$ cat config.mk
export PLATFORM = sky130hd
export DESIGN_NAME = verintc_flat
export DESIGN_NICKNAME = d
export VERILOG_FILES = /design/src/rtl/verintc_pkg.sv /design/src/rtl/verintc_if.sv /design/src/rtl/verintc_priority_encoder.sv /design/src/rtl/verintc.sv /design/src/flat_wrapper.sv
export SDC_FILE = /design/constraint.sdc
export NUM_CORES = 1
export LEC_CHECK = 0
export CORE_MARGIN = 2
export CORE_UTILIZATION = 41
export CTS_CLUSTER_DIAMETER = 150
export DETAILED_ROUTE_END_ITERATION = 6
export PLACE_DENSITY_LB_ADDON = 0.3
export REMOVE_ABC_BUFFERS = 1
export SYNTH_ARGS = -nofsm -noshare
export SYNTH_HDL_FRONTEND = slang
export SYNTH_SLANG_ARGS = --single-unit
$ cat constraint.sdc
create_clock -name clk -period 2.5 [get_ports clk]
set_input_delay 0.25 -clock clk [delete_from_list [all_inputs] [get_ports clk]]
set_output_delay 0.25 -clock clk [all_outputs]
set_load 0.05 [all_outputs]
$ cat src/rtl/verintc_pkg.sv
// Shared types, register addresses and byte-lane helpers for the verintc
// interrupt controller.
package verintc_pkg;

  localparam int LOCAL_ADDRESS_WIDTH = 3;
  localparam int MAX_SOURCES         = 31;
  localparam int ID_WIDTH            = 5;

  typedef logic [LOCAL_ADDRESS_WIDTH-1:0] local_address_t;

  localparam local_address_t ADDR_ENABLE   = 3'd0;
  localparam local_address_t ADDR_MODE     = 3'd1;
  localparam local_address_t ADDR_PENDING  = 3'd2;
  localparam local_address_t ADDR_CLAIM    = 3'd3;
  localparam local_address_t ADDR_COMPLETE = 3'd4;

  typedef enum logic [1:0] {IDLE, PENDING, SERVICE} state_t;

  function automatic logic [31:0] write_into(input logic [31:0] old_val,
                                             input logic [31:0] wdata,
                                             input logic [3:0]  byte_enable);
    logic [31:0] result;
    for (int b = 0; b < 4; b++) begin
      result[8*b +: 8] = byte_enable[b] ? wdata[8*b +: 8] : old_val[8*b +: 8];
    end
    return result;
  endfunction

  // Write-1-to-clear restricted to the enabled byte lanes.
  function automatic logic [31:0] clear_into(input logic [31:0] old_val,
                                             input logic [31:0] wdata,
                                             input logic [3:0]  byte_enable);
    logic [31:0] result;
    for (int b = 0; b < 4; b++) begin
      result[8*b +: 8] = byte_enable[b] ? (old_val[8*b +: 8] & ~wdata[8*b +: 8])
                                        : old_val[8*b +: 8];
    end
    return result;
  endfunction

endpackage

$ cat src/rtl/verintc_if.sv
// Verbus slave-side bundle: clock, reset, register access and interrupt out.
interface verintc_if (
  input logic clk,
  input logic reset
);
  logic [31:0] address;
  logic [31:0] wdata;
  logic [3:0]  byte_enable;
  logic        write;
  logic [31:0] rdata;
  logic        ready;
  logic        irq;

  modport read_write_response (
    input  clk, reset, address, wdata, byte_enable, write,
    output rdata, ready, irq
  );

  modport master (
    input  clk, reset, rdata, ready, irq,
    output address, wdata, byte_enable, write
  );
endinterface

$ cat src/rtl/verintc_priority_encoder.sv
// Returns the id (index+1) of the lowest-index set request, 0 when none.
module verintc_priority_encoder
  import verintc_pkg::*;
#(
  parameter int N_SOURCES = 8
) (
  input  logic [N_SOURCES-1:0] req,
  output logic [ID_WIDTH-1:0]  id
);

  always_comb begin
    id = '0;
    for (int i = N_SOURCES - 1; i >= 0; i--) begin
      if (req[i]) id = ID_WIDTH'(i + 1);
    end
  end

endmodule

$ cat src/rtl/verintc.sv
// Interrupt controller: per-source enable/mode/pending, priority selection
// and a claim/complete handshake that keeps one source in service at a time.
module verintc
  import verintc_pkg::*;
#(
  parameter int N_SOURCES = 8
) (
  verintc_if.read_write_response bus,
  input logic [N_SOURCES-1:0]    irq_in
);

  logic [N_SOURCES-1:0] enable_q, enable_d;
  logic [N_SOURCES-1:0] mode_q, mode_d;
  logic [N_SOURCES-1:0] pending_q, pending_d;
  logic [N_SOURCES-1:0] prev_q, prev_d;
  logic [ID_WIDTH-1:0]  in_service_id_q, in_service_id_d;
  state_t               state_q, state_d;

  local_address_t       local_address;
  logic [ID_WIDTH-1:0]  claim_id;
  logic [N_SOURCES-1:0] set_vec, claim_mask;
  logic [31:0]          enable_wr, mode_wr, pending_wr;
  logic                 claim_valid, complete_valid, any_request;
  logic                 unused_bits;

  assign local_address = bus.address[2 +: LOCAL_ADDRESS_WIDTH];
  assign any_request   = |(pending_q & enable_q);

  verintc_priority_encoder #(.N_SOURCES(N_SOURCES)) u_encoder (
    .req (pending_q & enable_q),
    .id  (claim_id)
  );

  assign claim_valid    = bus.write && (local_address == ADDR_CLAIM) && (state_q == PENDING)
                          && (claim_id != '0) && (bus.wdata == 32'(claim_id));
  assign complete_valid = bus.write && (local_address == ADDR_COMPLETE) && (state_q == SERVICE)
                          && (bus.wdata == 32'(in_service_id_q));

  // prev_q holds last cycle's inputs so edge sources see only rising transitions.
  for (genvar gi = 0; gi < N_SOURCES; gi++) begin : g_src
    assign set_vec[gi]    = mode_q[gi] ? (irq_in[gi] & ~prev_q[gi]) : irq_in[gi];
    assign claim_mask[gi] = claim_valid && (claim_id == ID_WIDTH'(gi + 1));
  end

  assign enable_wr  = write_into(32'(enable_q), bus.wdata, bus.byte_enable);
  assign mode_wr    = write_into(32'(mode_q), bus.wdata, bus.byte_enable);
  assign pending_wr = clear_into(32'(pending_q), bus.wdata, bus.byte_enable);
  assign unused_bits = ^{bus.address[31:5], bus.address[1:0], enable_wr, mode_wr, pending_wr};

  always_comb begin
    enable_d        = enable_q;
    mode_d          = mode_q;
    prev_d          = irq_in;
    in_service_id_d = in_service_id_q;
    state_d         = state_q;

    if (bus.write && local_address == ADDR_ENABLE) enable_d = enable_wr[N_SOURCES-1:0];
    if (bus.write && local_address == ADDR_MODE)   mode_d   = mode_wr[N_SOURCES-1:0];

    // Clears first, sets last: a fresh request beats a W1C or claim in the same cycle.
    pending_d = (bus.write && local_address == ADDR_PENDING) ? pending_wr[N_SOURCES-1:0]
                                                             : pending_q;
    pending_d = (pending_d & ~claim_mask) | set_vec;

    case (state_q)
      IDLE:    if (any_request) state_d = PENDING;
      PENDING: begin
        if (claim_valid) begin
          state_d         = SERVICE;
          in_service_id_d = claim_id;
        end else if (!any_request) begin
          state_d = IDLE;
        end
      end
      SERVICE: begin
        if (complete_valid) begin
          state_d         = IDLE;
          in_service_id_d = '0;
        end
      end
      default: state_d = IDLE;
    endcase
  end

  always_ff @(posedge bus.clk) begin
    if (bus.reset) begin
      enable_q        <= '0;
      mode_q          <= '0;
      pending_q       <= '0;
      prev_q          <= '0;
      in_service_id_q <= '0;
      state_q         <= IDLE;
    end else begin
      enable_q        <= enable_d;
      mode_q          <= mode_d;
      pending_q       <= pending_d;
      prev_q          <= prev_d;
      in_service_id_q <= in_service_id_d;
      state_q         <= state_d;
    end
  end

  always_comb begin
    bus.rdata = '0;
    case (local_address)
      ADDR_ENABLE:   bus.rdata = 32'(enable_q);
      ADDR_MODE:     bus.rdata = 32'(mode_q);
      ADDR_PENDING:  bus.rdata = 32'(pending_q);
      ADDR_CLAIM:    bus.rdata = 32'(claim_id);
      ADDR_COMPLETE: bus.rdata = 32'(in_service_id_q);
      default:       bus.rdata = '0;
    endcase
  end

  assign bus.ready = 1'b1;
  assign bus.irq   = (state_q == PENDING);

endmodule
$ cat src/flat_wrapper.sv
// flat-port wrapper written by rule: the top's interface ports become plain ports
module verintc_flat import verintc_pkg::*;
#(
  parameter int N_SOURCES = 8
)
  (irq_in, clk, reset, bus_address, bus_wdata, bus_byte_enable, bus_write, bus_rdata, bus_ready, bus_irq);
  verintc_if bus_i (.clk(clk), .reset(reset));
  input logic [N_SOURCES-1:0] irq_in;
  input wire logic clk;
  input wire logic reset;
  input wire logic [$bits(bus_i.address)-1:0] bus_address;
  input wire logic [$bits(bus_i.wdata)-1:0] bus_wdata;
  input wire logic [$bits(bus_i.byte_enable)-1:0] bus_byte_enable;
  input wire logic [$bits(bus_i.write)-1:0] bus_write;
  output wire logic [$bits(bus_i.rdata)-1:0] bus_rdata;
  output wire logic [$bits(bus_i.ready)-1:0] bus_ready;
  output wire logic [$bits(bus_i.irq)-1:0] bus_irq;
  assign bus_i.address = bus_address;
  assign bus_i.wdata = bus_wdata;
  assign bus_i.byte_enable = bus_byte_enable;
  assign bus_i.write = bus_write;
  assign bus_rdata = bus_i.rdata;
  assign bus_ready = bus_i.ready;
  assign bus_irq = bus_i.irq;
  verintc #(.N_SOURCES(N_SOURCES)) u_core (.bus(bus_i), .irq_in(irq_in));
endmodule
==> impl_metrics.json <==
{
  "hold_slack_ns": 0.472,
  "drive_above_1_share": 0.163,
  "clk_latency_ns": 0.29,
  "io_pins": 113,
  "p_comb_frac": 0.232,
  "rsz0062_at_grt": "false",
  "synth_warnings": 0,
  "status": "finished, final reports clean",
  "ys_top_cells_by_area": "dfxtp_1 32%, mux2i_1 9.4%, buf_4 8.0%, nor2_1 5.3%, nand2_1 4.8%",
  "slowest_stage": "clkdlybuf4s50_1",
  "path_buf_inv": 2,
  "fp.coreArea_um2": 5540,
  "start_util": 0.425,
  "path_max_fanout": 4,
  "setup_viol": 0,
  "cpPeakStageDelay_ns": 0.46,
  "cp.required_ns": 2.68,
  "synth_area_um2": 2350,
  "dr_total_vias": 2333,
  "syn_inst": 284,
  "fillCellCount": 527,
  "cts_tree": "built",
  "num_rows": 27,
  "dp_hpwl_mm": 5.31,
  "worstPathCellList": "clkdlybuf4s50_1 -> nor4b_2 -> buf_4 -> nand4_1 -> or2_2 -> a2111oi_4 -> and3_4 -> mux2_2",
  "sequentialPowerShare": 0.457,
  "maxSlewHeadroom": 0.668,
  "yosysTopAreaCell": "dfxtp_1",
  "io_buffers": 55,
  "finalHoldViolCount": 0,
  "swShare": 0.306,
  "yosysSeqAreaShare": 0.323,
  "drt_first_pass_iters": 4,
  "postRouteAntennaNets": 0,
  "antenna-diode-count": 0,
  "power.leakage_nw": 1.28,
  "fin_tns_setup_ns": 0,
  "syn2layout_area_growth_pct": 37.8,
  "powerDensity_nw_per_um2": 440,
  "fmax_mhz": 420,
  "multiInputGateArea_um2": 1440,
  "antenna_found_initial": 0,
  "clkTransAtPathRegs_ns": 0.07,
  "ys_ff_latch": 38,
  "cts_root_buf": "clkbuf_8",
  "finalCritPeriodShare": 0.952,
  "min_period_ns": 2.38,
  "critical_path_class": "in -> reg",
  "synthArstFlopShare": 0,
  "drc": 0,
  "p_int_w": 0.000988,
  "track_usage": 0.224,
  "grt_max_degree": 25,
  "clkPwrFrac": 0.311,
  "avgViaCountPerCell": 5.39,
  "die_w_um": 79.7,
  "arrival_ns": 2.56,
  "grt_pass1_vias": 2203,
  "synth_cell_types": 48,
  "end_kind": "register",
  "totalWireLength_mm": 6.90,
  "p_sw_w": 0.000436,
  "cp_top_family": "simple AND/OR/NAND/NOR gates",
  "yosysTopAreaCellShare": 0.323,
  "regArea_um2": 761,
  "avgSynthCellArea_um2": 8.28,
  "die_h_um": 79.7,
  "skew_ns": 0.00546,
  "cts_buffer_depth": 2,
  "worstMarginPinSlew_ns": 0.496,
  "maxSlewViolCount": 0,
  "hold_class": "reg -> reg",
  "synth_edf_count": 0,
  "place_congestion": 0.917,
  "cts_buffers": 5,
  "clock-sinks": 38,
  "wl_per_cell_um": 15.9,
  "postCtsHoldBufs": 0,
  "gr-total-overflow": 0,
  "startpoint_type": "primary input",
  "synth_top_flop_cell": "dfxtp_1",
  "peakVddDrop_mv": 0.370,
  "post-cts-setup-buffers": 0,
  "drtIter0Drc": 126,
  "grt_first_pass_wirelength_mm": 10.9,
  "nets": 439,
  "htreeDepth": 2,
  "cap_violations": 0,
  "dieArea_um2": 6360
}
==> synth_stat cells (2+ instances only) <==
| cell type | count |
|---|---|
| a21o_1 | 2 |
| a21oi_1 | 12 |
| a22o_1 | 2 |
| a22oi_1 | 7 |
| a31oi_1 | 7 |
| a32oi_1 | 7 |
| and2_1 | 4 |
| buf_1 | 3 |
| buf_4 | 25 |
| clkbuf_1 | 9 |
| conb_1 | 2 |
| dfxtp_1 | 38 |
| inv_1 | 2 |
| mux2_2 | 4 |
| mux2i_1 | 22 |
| nand2_1 | 30 |
| nand3_1 | 8 |
| nand3b_1 | 2 |
| nand4_1 | 5 |
| nor2_1 | 33 |
| nor2b_1 | 12 |
| nor3b_1 | 7 |
| nor4_1 | 8 |
| o211ai_1 | 2 |
| o21ai_0 | 3 |
| o22ai_1 | 3 |
| xnor2_1 | 4 |
==> cell usage in the layout, fill, tap and decap left out, drive strengths merged, types with 2 or more instances in the layout <==
cell / count
o22ai: 3
a22o: 2
and2: 5
and4: 2
mux2i: 22
nand4: 5
xnor2: 4
buf: 37
nand3b: 2
nand2: 30
nor3b: 7
o211ai: 2
a21o: 2
clkbuf: 7
inv: 2
a32oi: 7
clkdlybuf4s50: 47
nor4: 8
a21oi: 13
nor2b: 12
nor2: 33
nand3: 8
conb: 25
mux2: 4
o21ai: 3
a22oi: 7
dfxtp: 38
a2111oi: 2
a31oi: 7
==> power by group through the flow <==
stage,Clock [W],Combinational [W],Sequential (W)
final,0.000444,0.000330,0.000651
after global routing,0.000470,0.000353,0.000653
after global placement,0,0.000324,0.000662
after floorplan,0,0.000167,0.000655
after CTS,0.000444,0.000328,0.000649
after detailed placement,0,0.000327,0.000663
==> what timing repair did <==
action	CTS	global route
gates resized for setup	0	3
hold endpoints to repair	0	0
endpoints found under the setup margin	0	11
==> layout make-up <==
class                           count  share of cell area
Sequential cell                    38               0.235
Clock buffer                        7              0.0266
Inverter                            2             0.00232
Clock inverter                      1             0.00154
Tap cell                           72              0.0278
Timing Repair Buffer               84               0.262
Multi-Input combinational cell    229               0.445
==> per-stage QoR <==
step | instance area, um^2 | total power (W) | util | setup slack [ns] | std cells
floorplan | 2190 | 0.000823 | - | 0.0261 | 269
global placement | 3130 | 0.000986 | 0.565 | -0.200 | 425
detailed placement | 3130 | 0.000990 | 0.565 | -0.223 | 425
CTS | 3220 | 0.00142 | 0.582 | 0.0734 | 433
global route | 3240 | 0.00148 | 0.585 | 0.0332 | 433
finish | 3240 | 0.00142 | 0.585 | 0.121 | 433
==> worst paths after layout <==
kind | start | cells past startpoint | slack [ns] | end
max | bus_wdata[4] | 8 | 0.12 | u_core.in_service_id_q[2]
min | u_core.state_q[1] | 1 | 0.47 | u_core.state_q[0]
max reg2reg | u_core.pending_q[4] | 6 | 0.31 | u_core.in_service_id_q[2]
min reg2reg | u_core.state_q[1] | 1 | 0.47 | u_core.state_q[0]
==> sequential cells by signal, summed over array words and instances, names as in the netlist <==
signal / flops
u_core.pending_q: 8
u_core.in_service_id_q: 4
u_core.state_q: 2
u_core.enable_q: 8
u_core.mode_q: 8
u_core.prev_q: 8
==> kinds of logic (layout without fill, tap and decap cells) <==
family                    count (synthesis)  count (layout)  synth area share
other                                     2              25           0.00319
and+or+nand+nor                         117             117             0.253
DFF                                      38              38             0.323
AOI/OAI and AO/OA                        55              55             0.171
xor gates and xnor gates                  5               5            0.0186
buffers and inverters                    40              94             0.107
muxes                                    27              27             0.124
==> layer usage <==
metal | vias to the layer above | GRT usage | wire [um]
met5 | - | 0 | 0
met4 | 0 | 0.0644 | 94
met3 | 10 | 0.0430 | 440
met2 | 95 | 0.385 | 3320
met1 | 1098 | 0.287 | 3050
li1 | 1130 | - | -
Note: power is estimated with default switching activity, not from simulation.
